<file path="src/rtl/sumador_serial.sv">
// Bit-serial WIDTH-bit adder: one full-adder cell and a carry flip-flop, LSB first.
// Reconstructs the minuend from a difference and its subtrahend with a start/done handshake.
module sumador_serial #(
  parameter int WIDTH = 5
) (
  input  logic             clk,
  input  logic             rst_n,
  input  logic             start,
  input  logic [WIDTH-1:0] a,
  input  logic [WIDTH-1:0] b,
  output logic             busy,
  output logic             done,
  output logic [WIDTH-1:0] suma,
  output logic             c_out
);

  localparam int CW = $clog2(WIDTH) + 1;
  localparam logic [CW-1:0] LAST_BIT = CW'(WIDTH - 1);

  typedef enum logic [1:0] {
    IDLE = 2'd0,
    RUN  = 2'd1,
    DONE = 2'd2
  } state_t;

  state_t           state;
  logic [WIDTH-1:0] sa;
  logic [WIDTH-1:0] sb;
  logic [WIDTH-1:0] sr;
  logic             cy;
  logic [CW-1:0]    cnt;

  // The single full-adder cell, fed from the LSBs of the operand shifters.
  logic s;
  logic cy_next;

  assign s       = sa[0] ^ sb[0] ^ cy;
  assign cy_next = (sa[0] & sb[0]) | (sa[0] & cy) | (sb[0] & cy);

  // NOTE: every register, including the shifters, is cleared by the async reset
  // so an aborted operation leaves nothing behind; all updates are non-blocking.
  always_ff @(posedge clk or negedge rst_n) begin
    if (!rst_n) begin
      state <= IDLE;
      sa    <= '0;
      sb    <= '0;
      sr    <= '0;
      cy    <= 1'b0;
      cnt   <= '0;
      busy  <= 1'b0;
      done  <= 1'b0;
      suma  <= '0;
      c_out <= 1'b0;
    end else begin
      unique case (state)
        IDLE, DONE: begin
          done <= 1'b0;
          if (start) begin
            sa    <= a;
            sb    <= b;
            cy    <= 1'b0;
            cnt   <= '0;
            busy  <= 1'b1;
            state <= RUN;
          end else begin
            state <= IDLE;
          end
        end

        RUN: begin
          // start is deliberately not looked at here.
          cy  <= cy_next;
          sr  <= {s, sr[WIDTH-1:1]};
          sa  <= {1'b0, sa[WIDTH-1:1]};
          sb  <= {1'b0, sb[WIDTH-1:1]};
          cnt <= cnt + CW'(1);
          if (cnt == LAST_BIT) begin
            suma  <= {s, sr[WIDTH-1:1]};
            c_out <= cy_next;
            busy  <= 1'b0;
            done  <= 1'b1;
            state <= DONE;
          end
        end

        default: begin
          busy  <= 1'b0;
          done  <= 1'b0;
          state <= IDLE;
        end
      endcase
    end
  end

endmodule

</file>
<file path="config.mk">
export PLATFORM = sky130hd
export DESIGN_NAME = sumador_serial
export DESIGN_NICKNAME = d
export VERILOG_FILES = /design/src/rtl/sumador_serial.sv
export SDC_FILE = /design/constraint.sdc
export NUM_CORES = 1
export LEC_CHECK = 0
export ABC_AREA = 1
export ABC_CLOCK_PERIOD_IN_PS = 1300
export CORE_MARGIN = 4
export CORE_UTILIZATION = 46
export CTS_CLUSTER_DIAMETER = 50
export CTS_CLUSTER_SIZE = 14
export DETAILED_ROUTE_END_ITERATION = 8
export PLACE_DENSITY_LB_ADDON = 0.1
export SYNTH_ARGS = -nofsm -noshare
export SYNTH_HDL_FRONTEND = slang
export SYNTH_SLANG_ARGS = --single-unit
</file>
<file path="constraint.sdc">
create_clock -name clk -period 1.3 [get_ports clk]
set_input_delay 0.39 -clock clk [delete_from_list [all_inputs] [get_ports clk]]
set_output_delay 0.39 -clock clk [all_outputs]
set_load 0.05 [all_outputs]
</file>
==> results of run 1 <==
-- per-stage QoR --
step                worst slack (ps)  TNS [ps]  instances  area, um^2  power (uW)
finish                        -19.87    -36.41        216        1725        4244
global route                  -64.35    -396.4        216        1725        4622
CTS                           -36.08    -122.5        215        1669        4088
detailed placement            -135.0     -1694        209        1625        3686
global placement              -117.2     -1477        209        1625        3638
floorplan                      74.35         0        156        1277        2881
-- cell families (layout without fill, tap and decap cells) --
| logic type | count (synthesis) | in the layout | synth area share |
|---|---|---|---|
| AO/OA/AOI/OAI | 7 | 7 | 0.02745 |
| flip-flops | 28 | 28 | 0.5490 |
| adder cells (fa/ha/maj) | 3 | 3 | 0.03529 |
| AND/OR/NAND/NOR | 96 | 96 | 0.3079 |
| buffers and inverters | 22 | 52 | 0.08039 |
-- worst max path at each step --
stage                        end  cells past startpoint                from  slack (ps)
4_1_cts                     done                      1    done$_DFFE_PN0P_         -40
5_1_grt                     done                      1    done$_DFFE_PN0P_         -60
2_1_floorplan  c_out$_DFFE_PN0P_                      7  cnt[0]$_DFFE_PN0P_          70
3_3_place_gp   sa[0]$_DFFE_PN0P_                      8               start        -120
3_5_place_dp   sa[0]$_DFFE_PN0P_                      8               start        -130
6_report                    done                      1    done$_DFFE_PN0P_         -20
-- cell usage in the layout, fill, tap and decap left out, drive strengths merged --
cell,count
buf,18
nor2,4
nand4,1
nand2,80
nand3,10
o21ai,6
dfrtp,28
a21oi,1
inv,18
clkdlybuf4s50,12
or2,1
clkbuf,4
ha,2
fa,1
-- power by group --
group	internal, uW	switching [uW]
Sequential	1250	308
Clock	120	241
Combinational	1060	1260
-- layout make-up --
type / count / area [um^2] / share of cell area
flip-flops and latches: 28 / 701.9 / 0.4068
multi-input cells: 106 / 510.5 / 0.2959
repair buffers: 30 / 379.1 / 0.2197
inverters: 18 / 70.07 / 0.04061
clock buffers: 4 / 26.28 / 0.01523
well taps: 30 / 37.54 / 0.02175
-- flip-flops by register name (all words and copies together) (netlist names) --
signal  count
sr          4
cnt         4
busy        1
done        1
sb          5
state       1
sa          5
c_out       1
suma        5
cy          1
-- what timing repair did --
item / 4_1_cts / 5_1_grt
pin swaps: 0 / 3
endpoints found under the setup margin: 9 / 25
resized for setup: 1 / 15
hold endpoints to repair: 0 / 0
buffers inserted: 2 / 1
-- layer usage --
layer  wire (um)  GRT usage  up-vias
li1            -          -      532
met3         106    0.02979        2
met1        1032     0.1784      462
met4          19    0.05573        0
met5           0          0        -
met2        1067     0.2244       24
==> impl_metrics.py, run 1 <==
metrics = {
    "status": {
        "status": "complete, but fails checks",
        "violations": "negative setup slack",
    },
    "grt": {
        "track_usage": 0.1377,
        "grt_max_degree": 29,
        "gr-total-overflow": 0,
        "antenna_found_initial": 0,
        "grt_first_pass_wirelength_mm": 3.822,
        "first_global_vias": 891,
    },
    "place": {
        "port_buffers": 20,
        "dp_hpwl_mm": 1.599,
        "gp_congestion": 0.7818,
    },
    "route": {
        "vias": 1020,
        "drtAntennaViolNets": 0,
        "wirelength_mm": 2.224,
        "drtIter0Drc": 39,
        "vias_per_cell": 4.722,
        "drt_pass1_iterations": 4,
        "drc": 0,
        "wl_per_cell_um": 10.30,
    },
    "sta": {
        "hold_violations": 0,
        "setup_viol": 3,
        "fin_crit_sh": 1.015,
        "min_period_ps": 1320,
        "rsz0062_at_grt": "yes",
        "max_freq_mhz": 757.7,
        "whs_ps": 398.1,
        "worst-slew-pin-transition_ps": 226.9,
        "setup_slack_ps": -19.87,
        "finClkSkew_ps": 10.40,
        "drv_slew": 0,
        "slew_headroom": 0.8487,
    },
    "setup_path": {
        "crit_path_cell_trace": "buf_12",
        "cpMaxStageDelayCell": "dfrtp_2",
        "crit_family": "flip-flops",
        "critical_path_buf_inv_count": 1,
        "worst-r2r-setup-slack_ps": 110,
        "rr_worst_depth": 5,
        "r2r-end": "busy$_DFFE_PN0P_",
        "cp_max_fo": 2,
        "cp_data_arrival_time_ps": 930,
        "cp.required_ps": 910,
        "crit_path_start_kind": "flip-flop",
        "cpPeakStageDelay_ps": 460,
        "worstSetupEndpointType": "output pin",
        "r2r_start": "done$_DFFE_PN0P_",
        "crit_type": "flip-flop to output pin",
    },
    "synth": {
        "seq_area_frac_synth": 0.5490,
        "syn_nets": 172,
        "synth_cell_type_count": 16,
        "synth_area_leader_cell": "dfrtp_1",
        "synth_most_common_cell": "nand2_1",
        "synth_area_um2": 1276,
        "synth_edf_count": 0,
        "synth-seq-cells": 28,
        "yosys-top-cells-area": "dfrtp_1, nand2_1, inv_1",
        "synthArstFlopShare": 1.000,
        "synthFlopType": "dfrtp_1",
        "synth_common_cells": "nand2_1, dfrtp_1, inv_1, nand3_1, o21ai_0",
        "synth_warnings": 0,
        "synth_top_area_frac": 0.5490,
        "synth_area_per_cell_um2": 8.181,
        "synthCells": 156,
    },
    "cts": {
        "cts-root-buf": "clkbuf_4",
        "cts_buffer_depth": 2,
        "hold_buffers": 0,
        "numCtsBuffers": 3,
        "cts_num_sinks": 28,
        "clk_latency_ps": 320,
        "tritoncts": "built",
        "htree_levels": 1,
        "clk_pin_slew_ps": 150,
    },
    "worst_hold_path": {
        "hp-class": "primary input to async pin",
    },
    "power_and_ir_drop": {
        "peakVddDrop_mv": 1.487,
        "power_density_nw_per_um2": 2460,
        "leakagePower_uw": 0.0009151,
    },
    "finish": {
        "fin_util": 0.6720,
        "fillers": 238,
        "nets": 203,
        "n_antenna_cell": 0,
        "area_delta_synth_final_pct": 35.20,
        "drive_above_1_share": 0.1882,
    },
    "die": {
        "ios": 21,
        "initial_core_util": 0.4971,
        "die_area_um2": 3681,
        "std_cell_rows": 18,
        "die_h_um": 60.67,
        "dieWidth_um": 60.67,
        "core_um2": 2567,
    },
    "flow_run": {
        "cap_violations": 0,
    },
}
(Power assumes the default switching activity.)
==> run 2, diff against run 1 <==
- CTS_CLUSTER_DIAMETER: 50 -> default
==> results of run 2 <==
No change in the layout: final DEF, timing and power equal those of run 1.
==> variant 1: new RTL, flow settings as in run 1 <==
Add an input register stage for `start`, `a` and `b`, cleared by the reset; this delays them by one clock.
--- a/src/rtl/sumador_serial.sv
+++ b/src/rtl/sumador_serial.sv
@@ -22,6 +22,22 @@
     RUN  = 2'd1,
     DONE = 2'd2
   } state_t;
+
+  logic start_q;
+  logic [WIDTH-1:0] a_q;
+  logic [WIDTH-1:0] b_q;
+
+  always_ff @(posedge clk or negedge rst_n) begin
+    if (!rst_n) begin
+      start_q <= '0;
+      a_q     <= '0;
+      b_q     <= '0;
+    end else begin
+      start_q <= start;
+      a_q     <= a;
+      b_q     <= b;
+    end
+  end
 
   state_t           state;
   logic [WIDTH-1:0] sa;
@@ -55,9 +71,9 @@
       unique case (state)
         IDLE, DONE: begin
           done <= 1'b0;
-          if (start) begin
-            sa    <= a;
-            sb    <= b;
+          if (start_q) begin
+            sa    <= a_q;
+            sb    <= b_q;
             cy    <= 1'b0;
             cnt   <= '0;
             busy  <= 1'b1;
Function: changed (a bounded check fails within 4 cycles, from zero or initial values and one cycle with rst_n low).
==> variant 1 against run 1 <==
- the flow still finishes with violations (negative setup slack)
- die area up 19%
- synthesized area up 22%
- routed wire length up 19%
- sequential cell count up 11
- design area up 19%
- worst setup slack worse by 0.0074 ns
- clock power up 92%
- power up 14%
==> variant 1: results (changes against run 1) <==
Final setup TNS - -0.119 ns (-0.0828 ns)
Synth top cells by count - 80 x nand2_1, 39 x dfrtp_1, 17 x inv_1, 10 x nand3_1, 6 x o21ai_0
Worst hold slack - 0.465 ns (+0.0668 ns)
Register area share after synthesis - 62.9% (+8.0 points)
Worst hold start - b_q[4]
Leak - 1.07 nW (+17%)
# nets final - 217 (+6.9%)
Reg2reg end - cnt[2]
Top cells by area, synth - dfrtp_1 63%, nand2_1 19%, inv_1 4.1%
Distinct cells, synth - 16 (unchanged)
HPWL after DPL - 1.80 mm (+13%)
Total Routing Usage GR - 14.5% (+0.74 points)
Yosys warns - 0 (unchanged)
Clock latency on the worst-skew pair - 0.34 ns (+0.02 ns)
Fillcell total - 254 (+6.7%)
Switching pwr - 1.93 mW (+6.5%)
GRT met2 Usage - 23.2% (+0.71 points)
Top_reg_cell synth - dfrtp_1
Vias in the first global route - 1067 (+20%)
Worst stage delay on the critical path - 0.44 ns (-0.02 ns)
DRT Wirelength - 2.66 mm (+19%)
Max H-tree Level - 2 (+1)
FF-to-FF Start - cnt[0]
Via density per instance - 4.55 (-3.6%)
Cts bufs inserted - 5 (+2)
Pre-antenna DRT Iters - 4 (unchanged)
Commonest non-fill, non-tap cell in the layout - nand2_1
Slew HR - 85.7% (+0.81 points)
PortBufs - 20 (unchanged)
Initial DRC count - 46 (+18%)
Layout cell share with drive strength beyond 1 - 18.8% (about the same)
Clock skew - 0.00921 ns (-0.00120 ns)
Final setup viols - 8 (+5)
Hold Path End - sb[4]
Place WS - 0.0210 ns (+0.156 ns)
Failing checks - negative setup slack
Cells on worst reg2reg path - 5 (unchanged)
Top delay family on crit path - flip-flops
Final WS setup - -0.0272 ns (-0.00737 ns)
CTS clk-pin slew, worst paths - 0.11 ns (-0.04 ns)
Met3 Use GR - 5.78% (+2.8 points)
Worst vdd ir - 0.00126 V (-15%)
Largest net degree at the start of global routing - 40 (+38%)
Post-Syn Nets - 183 (+6.4%)
GPL Wtd Cong - 0.752 (-3.8%)
Status - complete, but fails checks
Hold crit path type - flop to flop
Global-route wire length before repair - 4.63 mm (+21%)
Root Driver - clkbuf_4
Worst reg2reg setup slack - 0.06 ns (-0.05 ns)
Synth async-reset ratio - 100% (unchanged)
GR Util met1 - 17.2% (-0.67 points)
[variant 1: what timing repair did]
| item | CTS | global route |
|---|---|---|
| resized for setup | 1 | 12 |
| pin swaps | 0 | 1 |
| setup buffers | 2 | 2 |
| setup endpoints to repair | 9 | 27 |
| hold buffers | 1 | 0 |
| hold endpoints to repair | 39 | 0 |
[variant 1: power groups by stage]
stage / clock network [mW] / logic, mW / registers (mW)
floorplan: 0 / 1.03 / 2.18
global placement: 0 / 1.99 / 1.93
detailed placement: 0 / 2.03 / 1.95
CTS: 0.717 / 2.09 / 1.91
global route: 0.786 / 2.49 / 1.97
finish: 0.694 / 2.23 / 1.92
[variant 1: metrics by stage]
stage / cells / cell area (sq um)
floorplan: 167 / 1550
global placement: 233 / 1910
detailed placement: 233 / 1910
CTS: 244 / 2000
global route: 246 / 2060
finish: 246 / 2060
[variant 1: how the worst max path moves through the flow]
stage | to | slack [ns] | from | cells past startpoint
floorplan | c_out | 0.07 | cnt[0] | 7
detailed placement | suma[1] | 0.02 | cnt[0] | 7
global placement | c_out | 0.09 | cnt[0] | 7
global route | suma[0] | -0.08 | suma[0] | 1
CTS | suma[4] | -0.05 | suma[4] | 1
finish | done | -0.03 | state[1] | 1
[variant 1: cell families after synthesis]
| kind of cell | synth area share, % |
|---|---|
| and+or+nand+nor | 25.3 |
| adders and majority gates | 2.90 |
| buffers and inverters | 6.61 |
| AOI/OAI and AO/OA | 2.26 |
| DFF | 62.9 |
[variant 1: layer usage]
layer	vias to the layer above	part of all wire, %	wire length [um]
met4	0	2.3	60
li1	571	-	-
met3	7	5.9	156
met5	-	0	0
met1	520	43	1140
met2	22	49	1300
[variant 1: final cells by class]
type	instances	area [sq um]	area share, %
multi-input cells	106	500	24.3
inverters	18	70.1	3.41
flip-flops and latches	39	977	47.5
repair buffers	31	384	18.7
clock buffers	8	68.8	3.35
well taps	44	55.1	2.68
==> variant 2: new RTL, config.mk and constraints of run 1 <==
Made on the original files. Change the parameter `WIDTH` from 5 to 6.
--- a/src/rtl/sumador_serial.sv
+++ b/src/rtl/sumador_serial.sv
@@ -1,7 +1,7 @@
 // Bit-serial WIDTH-bit adder: one full-adder cell and a carry flip-flop, LSB first.
 // Reconstructs the minuend from a difference and its subtrahend with a start/done handshake.
 module sumador_serial #(
-  parameter int WIDTH = 5
+  parameter int WIDTH = 6
 ) (
   input  logic             clk,
   input  logic             rst_n,
Ports: changed (resized a, b and suma); port bits go from 21 to 24. No check against the original RTL was run, so the function may have changed too.
==> variant 2 against run 1 <==
- the flow still finishes with violations (negative setup slack)
- power up 20%
- synthesized area up 15%
- sequential cell count up 4
- largest power group unchanged
- worst setup slack better by 0.0055 ns
- routed wire length up 26%
- via count up 15%
- first-iteration DRC count down 15%
- design area up 15%
==> variant 2: results (changes against run 1) <==
Biggest regs - sa: 6 flops, sb: 6 flops, suma: 6 flops
Via density per instance - 4.54 (-3.8%)
Least-Margin Pin Slew - 0.226 ns (-0.000558 ns)
HPWL after DPL - 1.93 mm (+20%)
Post-Syn Nets - 194 (+13%)
Max FO, Critical Path - 2 (unchanged)
Distinct cells, synth - 22 (+6)
Layout cell share with drive strength beyond 1 - 20.0% (+1.2 points)
Global-route wire length before repair - 4.61 mm (+21%)
CTS clk-pin slew, worst paths - 0.10 ns (-0.05 ns)
DRT Wirelength - 2.79 mm (+26%)
Worst vdd ir - 0.00103 V (-30%)
Place WS - -0.216 ns (-0.0812 ns)
Synth async-reset ratio - 100% (unchanged)
FF-to-FF Start - cnt[1]
CP startpoint - state[1]
Gr ovfl total - 0 (unchanged)
GPL Wtd Cong - 0.742 (-5.1%)
Initial DRC count - 33 (-15%)
Worst reg2reg setup slack - 0.07 ns (-0.04 ns)
# nets final - 232 (+14%)
N_diodes - 0 (unchanged)
Synth top cells by count - 90 x nand2_1, 32 x dfrtp_1, 16 x inv_1, 11 x nand3_1, 4 x o21ai_0
Final setup viols - 9 (+6)
Cts bufs inserted - 5 (+2)
Clock skew - 0.00699 ns (-0.00341 ns)
Fillcell total - 281 (+18%)
CP max stage cell - dfrtp_2
PortBufs - 23 (+15%)
Largest net degree at the start of global routing - 33 (+14%)
Register area share after synthesis - 54.8% (-0.11 points)
Top_reg_cell synth - dfrtp_1
Vias in the first global route - 1080 (+21%)
Failing checks - negative setup slack
Clock tree buffer depth - 2 (unchanged)
Top cells by area, synth - dfrtp_1 55%, nand2_1 23%, inv_1 4.1%
Leak - 1.06 nW (+16%)
Switching pwr - 2.19 mW (+21%)
Worst stage delay on the critical path - 0.44 ns (-0.02 ns)
Total Routing Usage GR - 14.3% (+0.54 points)
Initial antenna violation count - 0 (unchanged)
Clock latency on the worst-skew pair - 0.34 ns (+0.02 ns)
Final WS setup - -0.0144 ns (+0.00550 ns)
Max H-tree Level - 2 (+1)
Status - complete, but fails checks
variant 2: what timing repair did:
item | 4_1_cts | 5_1_grt
setup endpoints to repair | 9 | 18
buffers inserted | 2 | 4
resized for setup | 0 | 7
pin swaps | 0 | 2
variant 2: cell families after synthesis:
family                   after synthesis  synth area share (%)
AND/OR/NAND/NOR                      111                  31.9
flip-flops                            32                  54.8
buffers and inverters                 23                  7.71
AO/OA/AOI/OAI                          7                  2.48
adder cells (fa/ha/maj)                3                  3.08
variant 2: layout make-up:
class	instances	area (sq um)	share of cell area [%]
Timing Repair Buffer	35	427	21.5
Multi-Input combinational cell	121	563	28.4
Sequential cell	32	803	40.5
Inverter	19	73.8	3.72
Tap cell	44	55.1	2.78
Clock inverter	2	10.0	0.505
Clock buffer	6	51.3	2.59
variant 2: power groups by stage:
stage / registers, mW / logic, mW / clock network, mW
4_1_cts: 1.82 / 2.51 / 0.624
3_5_place_dp: 1.85 / 2.45 / 0
5_1_grt: 1.89 / 2.93 / 0.658
2_1_floorplan: 2.15 / 1.24 / 0
6_report: 1.84 / 2.64 / 0.598
3_3_place_gp: 1.83 / 2.41 / 0
variant 2: path summary, 6_finish.rpt:
path,endpoint,cells after the start
worst max-delay path,done,1
worst min-delay path,suma[4],2
worst max register to register,cnt[2],5
worst min register to register,sb[3],2
max in group asynchronous,cnt[0],2
min in group clk,sb[3],2
variant 2: per-layer routing:
metal  wire length [um]  track usage, %  up-vias
met5                  0               0        -
met3                138            3.34        7
li1                   -               -      611
met4                 54            7.92        0
met2               1380            22.3       27
met1               1220            18.3      532
variant 2: per-stage QoR:
stage	total power, mW	cell area, sq um	instances	hold WS (ns)	setup TNS, ns
2_1_floorplan	3.40	1460	176	0.0944	0
3_3_place_gp	4.24	1860	245	0.455	-1.90
3_5_place_dp	4.31	1860	245	0.466	-2.72
4_1_cts	4.95	1930	255	0.409	-0.189
5_1_grt	5.48	1980	259	0.421	-0.382
6_report	5.08	1980	259	0.411	-0.0528
